==> src/rtl/reg_file_sb.sv <==
// 2-read/1-write register file with busy scoreboard, bypass and immediate.
// Self-initialises one register per cycle after reset, then raises ready.
module reg_file_sb #(
  parameter int DATA_W     = 16,
  parameter int ADDR_W     = 4,
  parameter int IMM_W      = 4,
  parameter int IMM_SIGNED = 0,
  parameter int INIT_MODE  = 1,
  parameter int ZERO_R0    = 0
) (
  input  logic              clk,
  input  logic              reset,
  output logic              ready,
  input  logic [ADDR_W-1:0] rd1_addr,
  input  logic [ADDR_W-1:0] rd2_addr,
  input  logic              imm_sel,
  input  logic [IMM_W-1:0]  imm,
  output logic [DATA_W-1:0] rd1_data,
  output logic [DATA_W-1:0] rd2_data,
  output logic              rd1_busy,
  output logic              rd2_busy,
  input  logic              wr_en,
  input  logic [ADDR_W-1:0] wr_addr,
  input  logic [DATA_W-1:0] wr_data,
  input  logic              iss_en,
  input  logic [ADDR_W-1:0] iss_addr
);

  localparam int NUM_REGS = 2**ADDR_W;
  localparam bit ZR       = (ZERO_R0 != 0);
  localparam bit SGN      = (IMM_SIGNED != 0);

  typedef enum logic {S_INIT, S_RUN} state_t;

  state_t              state_q, state_d;
  logic [ADDR_W-1:0]   cnt_q, cnt_d;
  logic [NUM_REGS-1:0] busy_q, busy_d;
  logic [DATA_W-1:0]   rd1_q, rd1_d;
  logic [DATA_W-1:0]   rd2_q, rd2_d;
  logic [DATA_W-1:0]   regs_q [NUM_REGS];

  logic              mem_we;
  logic [ADDR_W-1:0] mem_waddr;
  logic [DATA_W-1:0] mem_wdata;
  logic [DATA_W-1:0] imm_ext;
  logic              run, wr_ok;
  logic              hit1, hit2, z1, z2;

  assign run   = (state_q == S_RUN);
  assign wr_ok = run & wr_en & ~(ZR & (wr_addr == '0));
  assign hit1  = run & wr_en & (wr_addr == rd1_addr);
  assign hit2  = run & wr_en & (wr_addr == rd2_addr);
  assign z1    = ZR & (rd1_addr == '0);
  assign z2    = ZR & (rd2_addr == '0);

  generate
    if (IMM_W < DATA_W) begin : g_ext
      logic sbit;
      assign sbit    = SGN & imm[IMM_W-1];
      assign imm_ext = {{(DATA_W-IMM_W){sbit}}, imm};
    end else begin : g_noext
      assign imm_ext = imm;
    end
  endgenerate

  // A write being retired this cycle resolves the hazard via the bypass.
  assign rd1_busy = busy_q[rd1_addr] & ~hit1;
  assign rd2_busy = busy_q[rd2_addr] & ~hit2 & ~imm_sel;

  assign ready    = run;
  assign rd1_data = rd1_q;
  assign rd2_data = rd2_q;

  // Init sequencer and array write-port select.
  always_comb begin
    state_d   = state_q;
    cnt_d     = cnt_q;
    mem_we    = 1'b0;
    mem_waddr = wr_addr;
    mem_wdata = wr_data;
    unique case (state_q)
      S_INIT: begin
        mem_we    = 1'b1;
        mem_waddr = cnt_q;
        mem_wdata = (INIT_MODE != 0) ? DATA_W'(cnt_q) : '0;
        cnt_d     = cnt_q + 1'b1;
        if (&cnt_q) state_d = S_RUN;
      end
      S_RUN: begin
        mem_we = wr_ok;
      end
      default: state_d = S_INIT;
    endcase
  end

  // Registered read ports with bypass and immediate select.
  always_comb begin
    rd1_d = '0;
    rd2_d = '0;
    if (run) begin
      if (z1)        rd1_d = '0;
      else if (hit1) rd1_d = wr_data;
      else           rd1_d = regs_q[rd1_addr];
      if (imm_sel)   rd2_d = imm_ext;
      else if (z2)   rd2_d = '0;
      else if (hit2) rd2_d = wr_data;
      else           rd2_d = regs_q[rd2_addr];
    end
  end

  // Scoreboard update: issue set overrides write-back clear.
  always_comb begin
    busy_d = busy_q;
    if (run) begin
      if (wr_en)  busy_d[wr_addr]  = 1'b0;
      if (iss_en) busy_d[iss_addr] = 1'b1;
    end
    if (ZR) busy_d[0] = 1'b0;
  end

  // Control, scoreboard and read-data state.
  always_ff @(posedge clk or posedge reset) begin
    if (reset) begin
      state_q <= S_INIT;
      cnt_q   <= '0;
      busy_q  <= '0;
      rd1_q   <= '0;
      rd2_q   <= '0;
    end else begin
      state_q <= state_d;
      cnt_q   <= cnt_d;
      busy_q  <= busy_d;
      rd1_q   <= rd1_d;
      rd2_q   <= rd2_d;
    end
  end

  // Register array; contents come from the init sequence, not reset.
  always_ff @(posedge clk) begin
    if (mem_we) regs_q[mem_waddr] <= mem_wdata;
  end

endmodule

==> config.mk <==
export PLATFORM = sky130hd
export DESIGN_NAME = reg_file_sb
export DESIGN_NICKNAME = d
export VERILOG_FILES = /design/src/rtl/reg_file_sb.sv
export SDC_FILE = /design/constraint.sdc
export NUM_CORES = 1
export LEC_CHECK = 0
export ABC_CLOCK_PERIOD_IN_PS = 5900
export BUFFER_PORTS_ARGS = -buffer_cell sky130_fd_sc_hd__buf_2
export CAP_MARGIN = 30
export CELL_PAD_IN_SITES_DETAIL_PLACEMENT = 1
export CELL_PAD_IN_SITES_GLOBAL_PLACEMENT = 1
export CORE_UTILIZATION = 30
export CTS_CLUSTER_SIZE = 30
export DETAILED_ROUTE_END_ITERATION = 6
export MAX_ROUTING_LAYER = met4
export PLACE_DENSITY = 0.5
export SLEW_MARGIN = 20
export SYNTH_ARGS = -nofsm -noshare
export SYNTH_HDL_FRONTEND = slang
export SYNTH_SLANG_ARGS = --single-unit
export TNS_END_PERCENT = 5
==> constraint.sdc <==
create_clock -name clk -period 5.9 [get_ports clk]
set_clock_uncertainty 0.15 [all_clocks]
set_input_delay 0.59 -clock clk [delete_from_list [all_inputs] [get_ports clk]]
set_output_delay 0.59 -clock clk [all_outputs]
set_load 0.02 [all_outputs]
==> results of run 1 <==
==> registers in the layout, summed over array words and instances, names as in the netlist <==
name      flops
busy_q       16
cnt_q         4
rd1_data     16
regs_q      256
ready         1
rd2_data     16
==> final cells by class <==
type                            instances  area, um2  area share (%)
Multi-Input combinational cell        415       5120            30.6
Clock inverter                         13       93.8           0.562
Sequential cell                       309       9010            53.9
Inverter                                3       11.3          0.0674
Timing Repair Buffer                  108        656            3.92
Antenna cell                            1       2.50          0.0150
Tap cell                              615        769            4.61
Clock buffer                           53       1050            6.26
==> worst register-to-register path, stage by stage (launching register included) <==
cell and delay, ns:
dfrtp_2 0.39, buf_4 0.32, nand2b_1 0.32, nor2_1 0.13
a31oi_1 0.12, nor2_2 0.67, buf_4 0.42
==> power by group <==
| part | switching, mW | internal (mW) | total, mW |
|---|---|---|---|
| clock | 0.890 | 1.28 | 2.16 |
| sequential | 0.0349 | 2.43 | 2.46 |
| combinational | 0.300 | 0.208 | 0.508 |
| total | 1.22 | 3.91 | 5.13 |
==> final timing paths <==
kind                              from  slack, ns       endpoint
max reg2reg                      ready       3.04  regs_q[11][1]
min in group clk            wr_data[6]       0.17    rd2_data[6]
max in group asynchronous        reset       5.03          ready
max                        rd2_addr[0]       2.46       rd2_busy
min reg2reg                 busy_q[14]       0.39     busy_q[14]
min                              reset       0.01     busy_q[10]
==> routing by layer <==
metal  up-vias  GRT usage, %  part of all wire (%)
met4         0          5.47                   2.5
met1      4515          23.9                    43
li1       3465             -                     -
met5         -             -                     0
met2       195          33.0                    52
met3        72          2.23                   2.9
==> cells in the final DEF, fill, tap and decap left out, drive strengths merged, types with 5 or more instances in the layout <==
cell,Yosys,layout
xnor2,7,7
edfxtp,256,256
nor2,26,26
and2,13,13
mux2i,49,49
a22oi,33,33
buf,46,108
clkinv,0,10
o21ai,33,33
a22o,28,28
nand2b,7,7
clkbuf,12,53
mux4,137,137
nor2b,5,5
inv,3,5
dfrtp,53,53
nand2,33,33
==> kinds of logic after synthesis <==
family,count (synthesis)
compound gates,114
flops,309
mux,188
fa+ha+maj,1
simple gates,101
buf+inv,61
xor+xnor,11
==> metrics by stage <==
stage | hold WS (ns) | cell area, um2 | total power, mW | std cells | setup slack (ns)
after CTS | 0.138 | 16700 | 5.19 | 1515 | 2.40
after global placement | 0.367 | 15500 | 3.02 | 1448 | 2.42
final | 0.0116 | 16700 | 5.13 | 1517 | 2.46
after detailed placement | 0.378 | 15500 | 3.02 | 1449 | 2.40
after floorplan | 0.327 | 14500 | 2.83 | 785 | 3.16
after global routing | 0.0619 | 16700 | 5.30 | 1517 | 2.34
==> summary.md, run 1 <==
| Metric | Value |
|---|---|
| 1st-iter DRT viols | 673 |
| Async SR Flop Fraction | 17.2% |
| Worst Path Required | 5.16 ns |
| Die area | 49,100 um2 |
| CTS Root Cell | clkbuf_16 |
| Post-synth cell types | 44 |
| Family with the most delay on the worst path | multiplexers |
| Synth top cells by count | edfxtp_1, mux4_2, dfrtp_1, mux2i_1 |
| Synth Area in XOR/XNOR | 0.666% |
| Filler cells | 4,746 |
| Crit-path cells | buf_4, mux4_1, mux4_2, nor3b_1, buf_2 |
| Post-synth EDFFs | 256 |
| Final setup fails | 0 |
| Vias | 8,247 |
| Number of cells on the critical path | 5 |
| CTS tree | built |
| Post-Syn Area | 14,500 um2 |
| Synth Flop Type | edfxtp_1 |
| Post-CTS Resized | 0 |
| Post-synthesis mux area share | 25.2% |
| Sequential area share after synthesis | 62.4% |
| Router iterations before antenna repair | 5 |
| Max-slew headroom | 38.8% |
| Nets | 915 |
| Global route overflow | 0 |
| Total GRT Usage | 19.2% |
| Rows | 80 |
| Largest net degree at the start of global routing | 54 |
| Hold crit path type | in2async |
| Synth top area cells | edfxtp_1, mux4_2, dfrtp_1 |
| Slew Limit Fails | 0 |
| Die Ht | 222 um |
| Arrival @ worst endpoint | 2.70 ns |
| Depth of the worst register-to-register path | 6 |
| Fmax achieved | 291 MHz |
| Die W | 222 um |
| Fin. Hold Viols | 0 |
| Most common cell in the netlist | edfxtp_1 |
| Via density | 5.44 |
| PwrDens | 307 nW/um2 |
| Worst VDD drop | 0.189 mV |
| Initial antenna violation count | 1 |
| Buf/Inv on CP | 2 |
| Gate Count Post-Synth | 785 |
| Layout area overhead | 15.6% |
| Cell taking the most area after synthesis | edfxtp_1 |
| CP Launch Type | input port |
| Syn Nets | 827 |
| Synth Area in Simple Gates | 3.41% |
| Post-route ant nets | 0 |
| First-pass GRT wire length | 64,800 um |
| Leak Pwr | 5.83 nW |
| Initial Util | 30.3% |
| CP peak stage delay | 0.64 ns |
| Syn avg cell area | 18.4 um2 |
| Outcome | finished clean |
| Setup TNS | 0 ns |
| Core area | 47,600 um2 |
| Critical setup path kind | in2out |
| IO Count | 76 |
| Crit. End Element | output port |
| Clock latency on the worst-skew pair | 0.54 ns |
| Routability congestion estimate | 0.757 |
| RSZ-0062 raised after global routing | no |
| Synth Area in Compound Gates | 5.61% |
| YS warnings | 0 |
| Dpl hpwl | 25,400 um |
| CTS Buf Count | 36 |
| Tcrit/Tclk final | 58.3% |
| PortBufs | 75 |
| Fin util | 35.1% |
| CP max-delay cell | mux4_1 |
| DR DRC count | 0 |
| Min Clock Period, post-route | 3.44 ns |
| Routed wire length | 45,200 um |
| WL/cell | 29.8 um |
| Worst-case clock buffer depth | 3 |
| Postcts setup bufs | 0 |
| Largest family of logic cells by synthesized area | multiplexers |
| Hold buffers post-CTS | 0 |
| CTS clk-pin slew, worst paths | 0.06 ns |
| CTS H-Tree Depth | 2 |
| Max-cap viol count | 0 |
| Post-Synth Adder-Cell Area | 0.0866% |
| Tightest Pin Transition | 0.919 ns |
| Worst Path Max Fanout | 38 |
| Vias in the first global route | 8,883 |
| Post-synth top area share | 53.2% |
| #FFs+latches synth | 309 |
| Layout cells sized above 1 | 35.2% |
| Clock sinks | 309 |
Note: power is estimated with default switching activity, not from simulation.
==> inputs of run 2 (changes only) <==
--- a/config.mk
+++ b/config.mk
@@ -5,7 +5,7 @@
 export SDC_FILE = /design/constraint.sdc
 export NUM_CORES = 1
 export LEC_CHECK = 0
-export ABC_CLOCK_PERIOD_IN_PS = 5900
+export ABC_CLOCK_PERIOD_IN_PS = 3400
 export BUFFER_PORTS_ARGS = -buffer_cell sky130_fd_sc_hd__buf_2
 export CAP_MARGIN = 30
 export CELL_PAD_IN_SITES_DETAIL_PLACEMENT = 1
==> constraint.sdc (replaced) <==
create_clock -name clk -period 3.4 [get_ports clk]
set_clock_uncertainty 0.15 [all_clocks]
set_input_delay 0.34 -clock clk [delete_from_list [all_inputs] [get_ports clk]]
set_output_delay 0.34 -clock clk [all_outputs]
set_load 0.02 [all_outputs]
==> summary.md, run 2 (synthesized netlist as in run 1, its figures left out) <==
| Metric | Value |
|---|---|
| Outcome | finished clean |
| Tcrit/Tclk final | 80.9% |
| Most frequent cells in the layout | edfxtp_1, mux4_2, buf_2 |
| First-pass GRT wire length | 64,900 um (+0.15%) |
| Die Ht | 222 um (unchanged) |
| Via density | 5.35 (-1.6%) |
| Die area | 49,100 um2 (unchanged) |
| Post-route ant nets | 0 (unchanged) |
| Layout cells sized above 1 | 36.4% (+1.2 points) |
| 1st-iter DRT viols | 554 (-18%) |
| Initial Util | 30.3% (unchanged) |
| Core area | 47,600 um2 (unchanged) |
| CTS Root Cell | clkbuf_16 |
| Worst Path Required | 2.91 ns (-2.25 ns) |
| IO Count | 76 (unchanged) |
| Max-cap viol count | 0 (unchanged) |
| Diodes inserted | 0 (-1) |
| Nets | 949 (+3.7%) |
| Crit. End Element | output port |
| Total GRT Usage | 18.9% (-0.25 points) |
| PwrDens | 529 nW/um2 (+72%) |
| Tightest Pin Transition | 0.849 ns (-0.0697 ns) |
| Max FFs per register | 256 (unchanged) |
| Max-slew headroom | 43.4% (+4.6 points) |
| Setup TNS | 0 ns (unchanged) |
| Arrival @ worst endpoint | 2.26 ns (-0.44 ns) |
| Post-CTS Resized | 0 (unchanged) |
| CTS H-Tree Depth | 2 (unchanged) |
| RSZ-0062 raised after global routing | no |
| Critical setup path kind | reg2out |
| Clock latency on the worst-skew pair | 0.52 ns (-0.02 ns) |
| Worst-case clock buffer depth | 3 (unchanged) |
| CP Launch Type | register |
| Slew Limit Fails | 0 (unchanged) |
| Router iterations before antenna repair | 5 (unchanged) |
| Filler cells | 4,749 (+0.063%) |
| Most flop-heavy register | regs_q |
| Global route overflow | 0 (unchanged) |
| Vias in the first global route | 9,163 (+3.2%) |
| Tot Pwr | 9.04 mW (+76%) |
| Most common cell after layout, fill and taps aside | edfxtp_1 |
| Min Clock Period, post-route | 2.75 ns |
| Vias | 8,293 (+0.56%) |
| Leak Pwr | 6.02 nW (+3.3%) |
| Fmax achieved | 363 MHz |
| Final instance area | 17,100 um2 (+2.2%) |
| Worst VDD drop | 0.274 mV (+45%) |
| Rows | 80 (unchanged) |
| Final setup fails | 0 (unchanged) |
| WL/cell | 28.6 um (-4.1%) |
| Postcts setup bufs | 0 (unchanged) |
| Clock sinks | 309 (unchanged) |
| Placed inst area | 15,700 um2 (+1.3%) |
| CTS Buf Count | 36 (unchanged) |
| Routed wire length | 44,300 um (-2.0%) |
| PortBufs | 75 (unchanged) |
| Hold crit path type | in2reg |
| Die W | 222 um (unchanged) |
| Fin. Hold Viols | 0 (unchanged) |
| Worst Path Max Fanout | 3 (-92%) |
| Initial antenna violation count | 0 (-1) |
| Largest net degree at the start of global routing | 54 (unchanged) |
| CTS tree | built |
| CTS clk-pin slew, worst paths | 0.06 ns (about the same) |
| DR DRC count | 0 (unchanged) |
| Layout area overhead | 18.2% |
| Routability congestion estimate | 0.772 (+2.0%) |
| Dpl hpwl | 28,700 um (+13%) |
run 2: final timing paths:
check / start / end / cells past startpoint / slack [ns]
setup / recovery: busy_q[9] / rd2_busy / 4 / 0.65
hold / removal: imm[0] / rd2_data[0] / 4 / 0.02
setup reg to reg: ready / regs_q[12][12] / 4 / 0.82
hold reg to reg: busy_q[12] / busy_q[12] / 2 / 0.40
max in group asynchronous: reset / ready / 4 / 2.05
min in group asynchronous: reset / busy_q[10] / 4 / 0.46
run 2: metrics by stage:
step                cells  utilization, %  worst slack [ns]  hold WS, ns
floorplan             785               -             0.851        0.323
global placement     1464            33.0             0.788        0.366
detailed placement   1467            33.0             0.769        0.385
CTS                  1548            35.8             0.624      0.00171
global route         1550            35.9             0.573       0.0239
finish               1550            35.9             0.648       0.0221
run 2: final cells by class:
class / instances / area (um2) / share of cell area, %
multi-input combinational: 415 / 5110 / 29.9
tap: 615 / 769 / 4.50
clock buffer: 46 / 990 / 5.79
inverter: 3 / 11.3 / 0.0659
timing repair buffer: 142 / 1010 / 5.91
sequential: 309 / 9010 / 52.8
clock inverter: 20 / 181 / 1.06
run 2: worst max-delay path: stages (launching register included):
cell     delay, ns
dfrtp_1       0.41
mux4_1        0.51
mux4_2        0.51
nor3b_1       0.16
buf_2         0.16
run 2: what timing repair did:
action / CTS / global route
hold endpoints to repair: 78 / 0
endpoints found under the setup margin: 0 / 0
hold buffers: 15 / 0
run 2: power breakdown:
part           total (mW)  switching (mW)  internal (mW)
clock network        3.85            1.56           2.29
registers            4.27          0.0563           4.21
logic               0.922           0.537          0.385
run 2: layer usage:
layer  part of all wire, %  wire (um)  track usage [%]  vias to the layer above
met5                     0          0                -                        -
met4                   2.1        928             4.95                        0
met3                   3.8       1700             2.58                       67
met2                    51      22400             31.8                      187
met1                    43      19200             24.2                     4515
li1                      -          -                -                     3524
==> inputs of run 3 (changes only) <==
--- a/config.mk
+++ b/config.mk
@@ -5,7 +5,8 @@
 export SDC_FILE = /design/constraint.sdc
 export NUM_CORES = 1
 export LEC_CHECK = 0
-export ABC_CLOCK_PERIOD_IN_PS = 3400
+export ABC_AREA = 1
+export ABC_CLOCK_PERIOD_IN_PS = 2800
 export BUFFER_PORTS_ARGS = -buffer_cell sky130_fd_sc_hd__buf_2
 export CAP_MARGIN = 30
 export CELL_PAD_IN_SITES_DETAIL_PLACEMENT = 1
@@ -14,7 +15,7 @@
 export CTS_CLUSTER_SIZE = 30
 export DETAILED_ROUTE_END_ITERATION = 6
 export MAX_ROUTING_LAYER = met4
-export PLACE_DENSITY = 0.5
+export PLACE_DENSITY = 0.54
 export SLEW_MARGIN = 20
 export SYNTH_ARGS = -nofsm -noshare
 export SYNTH_HDL_FRONTEND = slang
==> constraint.sdc (replaced) <==
create_clock -name clk -period 2.8 [get_ports clk]
set_clock_uncertainty 0.15 [all_clocks]
set_input_delay 0.28 -clock clk [delete_from_list [all_inputs] [get_ports clk]]
set_output_delay 0.28 -clock clk [all_outputs]
set_load 0.02 [all_outputs]
==> summary.md, run 3 <==
| Metric | Value |
|---|---|
| Outcome | finished clean |
| Sequential area share after synthesis | 57.2% (-5.1 points) |
| IO Count | 76 (unchanged) |
| Post-synth top area share | 48.8% (-4.4 points) |
| Dpl hpwl | 37,800 um (+32%) |
| Depth of the worst register-to-register path | 10 (+6) |
| CP Launch Type | input port |
| Async SR Flop Fraction | 17.2% (unchanged) |
| Worst r2r src | ready |
| Max FFs per register | 256 (unchanged) |
| Die W | 231 um (+4.3%) |
| Clock sinks | 309 (unchanged) |
| Initial Util | 30.5% (+0.17 points) |
| Worst Path Required | 2.37 ns (-0.54 ns) |
| Routed wire length | 57,800 um (+31%) |
| Routability congestion estimate | 0.844 (+9.3%) |
| Most common cell in the netlist | nand3_1 |
| CTS tree | built |
| CP peak stage delay | 0.53 ns (+0.02 ns) |
| Final setup fails | 0 (unchanged) |
| Most frequent cells in the layout | nand3_1, edfxtp_1, inv_1 |
| Max-slew headroom | 51.6% (+8.2 points) |
| Total GRT Usage | 22.5% (+3.6 points) |
| Vias in the first global route | 13,700 (+50%) |
| Global route overflow | 0 (unchanged) |
| Hold path endpoint | busy_q[8] |
| CTS Buf Count | 38 (+5.6%) |
| Worst Path Max Fanout | 17 (+14) |
| Max-cap viol count | 0 (unchanged) |
| Clk network pwr share | 42.4% (-0.2 points) |
| Die area | 53,400 um2 (+8.9%) |
| CTS Root Cell | clkbuf_16 |
| Hold crit path type | in2reg |
| Synth top area cells | edfxtp_1, nand3_1, dfrtp_1 |
| Tightest Pin Transition | 0.726 ns (-0.123 ns) |
| Most common cell after layout, fill and taps aside | nand3_1 |
| Router iterations before antenna repair | 5 (unchanged) |
| Tcrit/Tclk final | 92.8% |
| CP max-delay cell | dlygate4sd3_1 |
| Buf/Inv on CP | 4 (+3) |
| Sequential share of power | 45.4% (-1.8 points) |
| CTS H-Tree Depth | 2 (unchanged) |
| Vias | 13,100 (+58%) |
| Largest net degree at the start of global routing | 123 (+130%) |
| Die Ht | 231 um (+4.3%) |
| Sw power | 3.07 mW (+43%) |
| Worst path most repeated cell | buf_2 |
| Worst VDD drop | 0.410 mV (+50%) |
| Post-synth cell types | 35 (-20%) |
| Synth top cells by count | nand3_1, edfxtp_1, inv_1, nand2_1, o21ai_0 |
| YS warnings | 0 (unchanged) |
| Cell taking the most area after synthesis | edfxtp_1 |
| Post-synth EDFFs | 256 (unchanged) |
| Post-Syn Area | 15,700 um2 (+9.0%) |
| PwrDens | 616 nW/um2 (+16%) |
| First-pass GRT wire length | 86,900 um (+34%) |
| Reg2reg end | rd2_data[0] |
| Crit-path cells | dlygate4sd3_1, buf_2, inv_1, o22ai_1, nor3_4, nand2_4, nand2_1, nor2_1, buf_2 |
| Critical setup path kind | in2out |
| Min Clock Period, post-route | 2.60 ns |
| Via density | 5.25 (-1.9%) |
| Core area | 51,600 um2 (+8.3%) |
| 1st-iter DRT viols | 779 (+41%) |
| Layout area overhead | 17.4% |
| Fmax achieved | 385 MHz |
| WHS Path Cells | 4 (unchanged) |
| PortBufs | 75 (unchanged) |
| WL/cell | 23.2 um (-19%) |
| R2R Setup Slk | 0.23 ns (-0.59 ns) |
| Synth Flop Type | edfxtp_1 |
| Initial antenna violation count | 0 (unchanged) |
| Crit. End Element | output port |
| Post-route ant nets | 0 (unchanged) |
| Fin util | 35.8% (about the same) |
| Gate Count Post-Synth | 1,697 (+120%) |
| #FFs+latches synth | 309 (unchanged) |
| Syn Nets | 1,739 (+110%) |
| Arrival @ worst endpoint | 2.17 ns (-0.09 ns) |
| Setup TNS | 0 ns (unchanged) |
| Fin. Hold Viols | 0 (unchanged) |
| Family with the most delay on the worst path | buffers and inverters |
| Clock latency on the worst-skew pair | 0.56 ns (+0.04 ns) |
| Switch share | 26.9% (+3.1 points) |
| RSZ-0062 raised after global routing | no |
| Tot Pwr | 11.4 mW (+26%) |
| Rows | 83 (+3.8%) |
| Comb power frac | 12.2% (+2.0 points) |
| Nets | 1,825 (+92%) |
| Filler cells | 5,908 (+24%) |
| Cell-internal power | 8.33 mW (+21%) |
| CTS clk-pin slew, worst paths | 0.06 ns (about the same) |
| Slew Limit Fails | 0 (unchanged) |
| Worst-case clock buffer depth | 3 (unchanged) |
| HP Start | wr_en |
| DR DRC count | 0 (unchanged) |
| Syn avg cell area | 9.28 um2 (-50%) |
| Layout cells sized above 1 | 12.3% (-24 points) |
| Leak Pwr | 7.44 nW (+23%) |
| Most flop-heavy register | regs_q |
run 3: layer usage:
metal  wire length, um  global-route usage [%]
met2             28600                    38.1
met3              1920                    2.87
met1             25000                    27.2
met5                 0                       -
met4              2310                    8.94
run 3: power by group through the flow:
stage	logic [mW]	registers, mW	clock network, mW
2_1_floorplan	0.757	5.31	0
3_3_place_gp	1.34	5.27	0
3_5_place_dp	1.37	5.27	0
4_1_cts	1.41	5.18	4.95
5_1_grt	1.53	5.19	5.10
6_report	1.39	5.18	4.83
run 3: cells by family after synthesis:
| family | Yosys count | share of synthesized area, % |
|---|---|---|
| AND/OR/NAND/NOR | 574 | 16.4 |
| AO/OA/AOI/OAI | 450 | 16.3 |
| buffers and inverters | 358 | 9.66 |
| flip-flops | 309 | 57.2 |
| XOR/XNOR | 5 | 0.326 |
| adder cells (fa/ha/maj) | 1 | 0.0794 |
run 3: worst max path at each step:
stage / slack (ns) / end / start / cells past startpoint
after global routing: 0.04 / rd2_busy / ready / 8
final: 0.20 / rd1_busy / wr_addr[0] / 9
after CTS: 0.03 / rd2_busy / ready / 8
after detailed placement: 0.51 / regs_q[2][8] / ready / 4
after global placement: 0.52 / regs_q[15][2] / ready / 4
after floorplan: 0.42 / regs_q[4][0] / ready / 5
run 3: layout make-up:
class	count	area [um2]	share of cell area (%)
Multi-Input combinational cell	1030	5260	28.5
Antenna cell	1	2.50	0.0135
Tap cell	680	851	4.60
Clock inverter	17	138	0.744
Sequential cell	309	9010	48.7
Clock buffer	52	1040	5.65
Inverter	236	887	4.80
Timing Repair Buffer	168	1290	7.00
run 3: repair_timing:
item,in CTS,in global routing
resized for setup,0,2
setup buffers,0,0
endpoints found under the setup margin,0,3
hold buffers,31,0
hold endpoints to repair,99,0
run 3: per-stage QoR:
stage	setup WS (ns)	instances	cell area, um2	hold WS (ns)
floorplan	0.418	1697	15700	0.270
global route	0.0365	2492	18500	0.0670
global placement	0.524	2392	17000	0.344
finish	0.200	2493	18500	0.0268
detailed placement	0.511	2392	17000	0.344
CTS	0.0309	2492	18500	0.0163
run 3: worst register-to-register path: cells and delay by family (launching register included):
family	cells	cell delay, ns
buffers and inverters	3	0.98
and+or+nand+nor	5	0.68
DFF	1	0.48
AOI/OAI and AO/OA	2	0.16
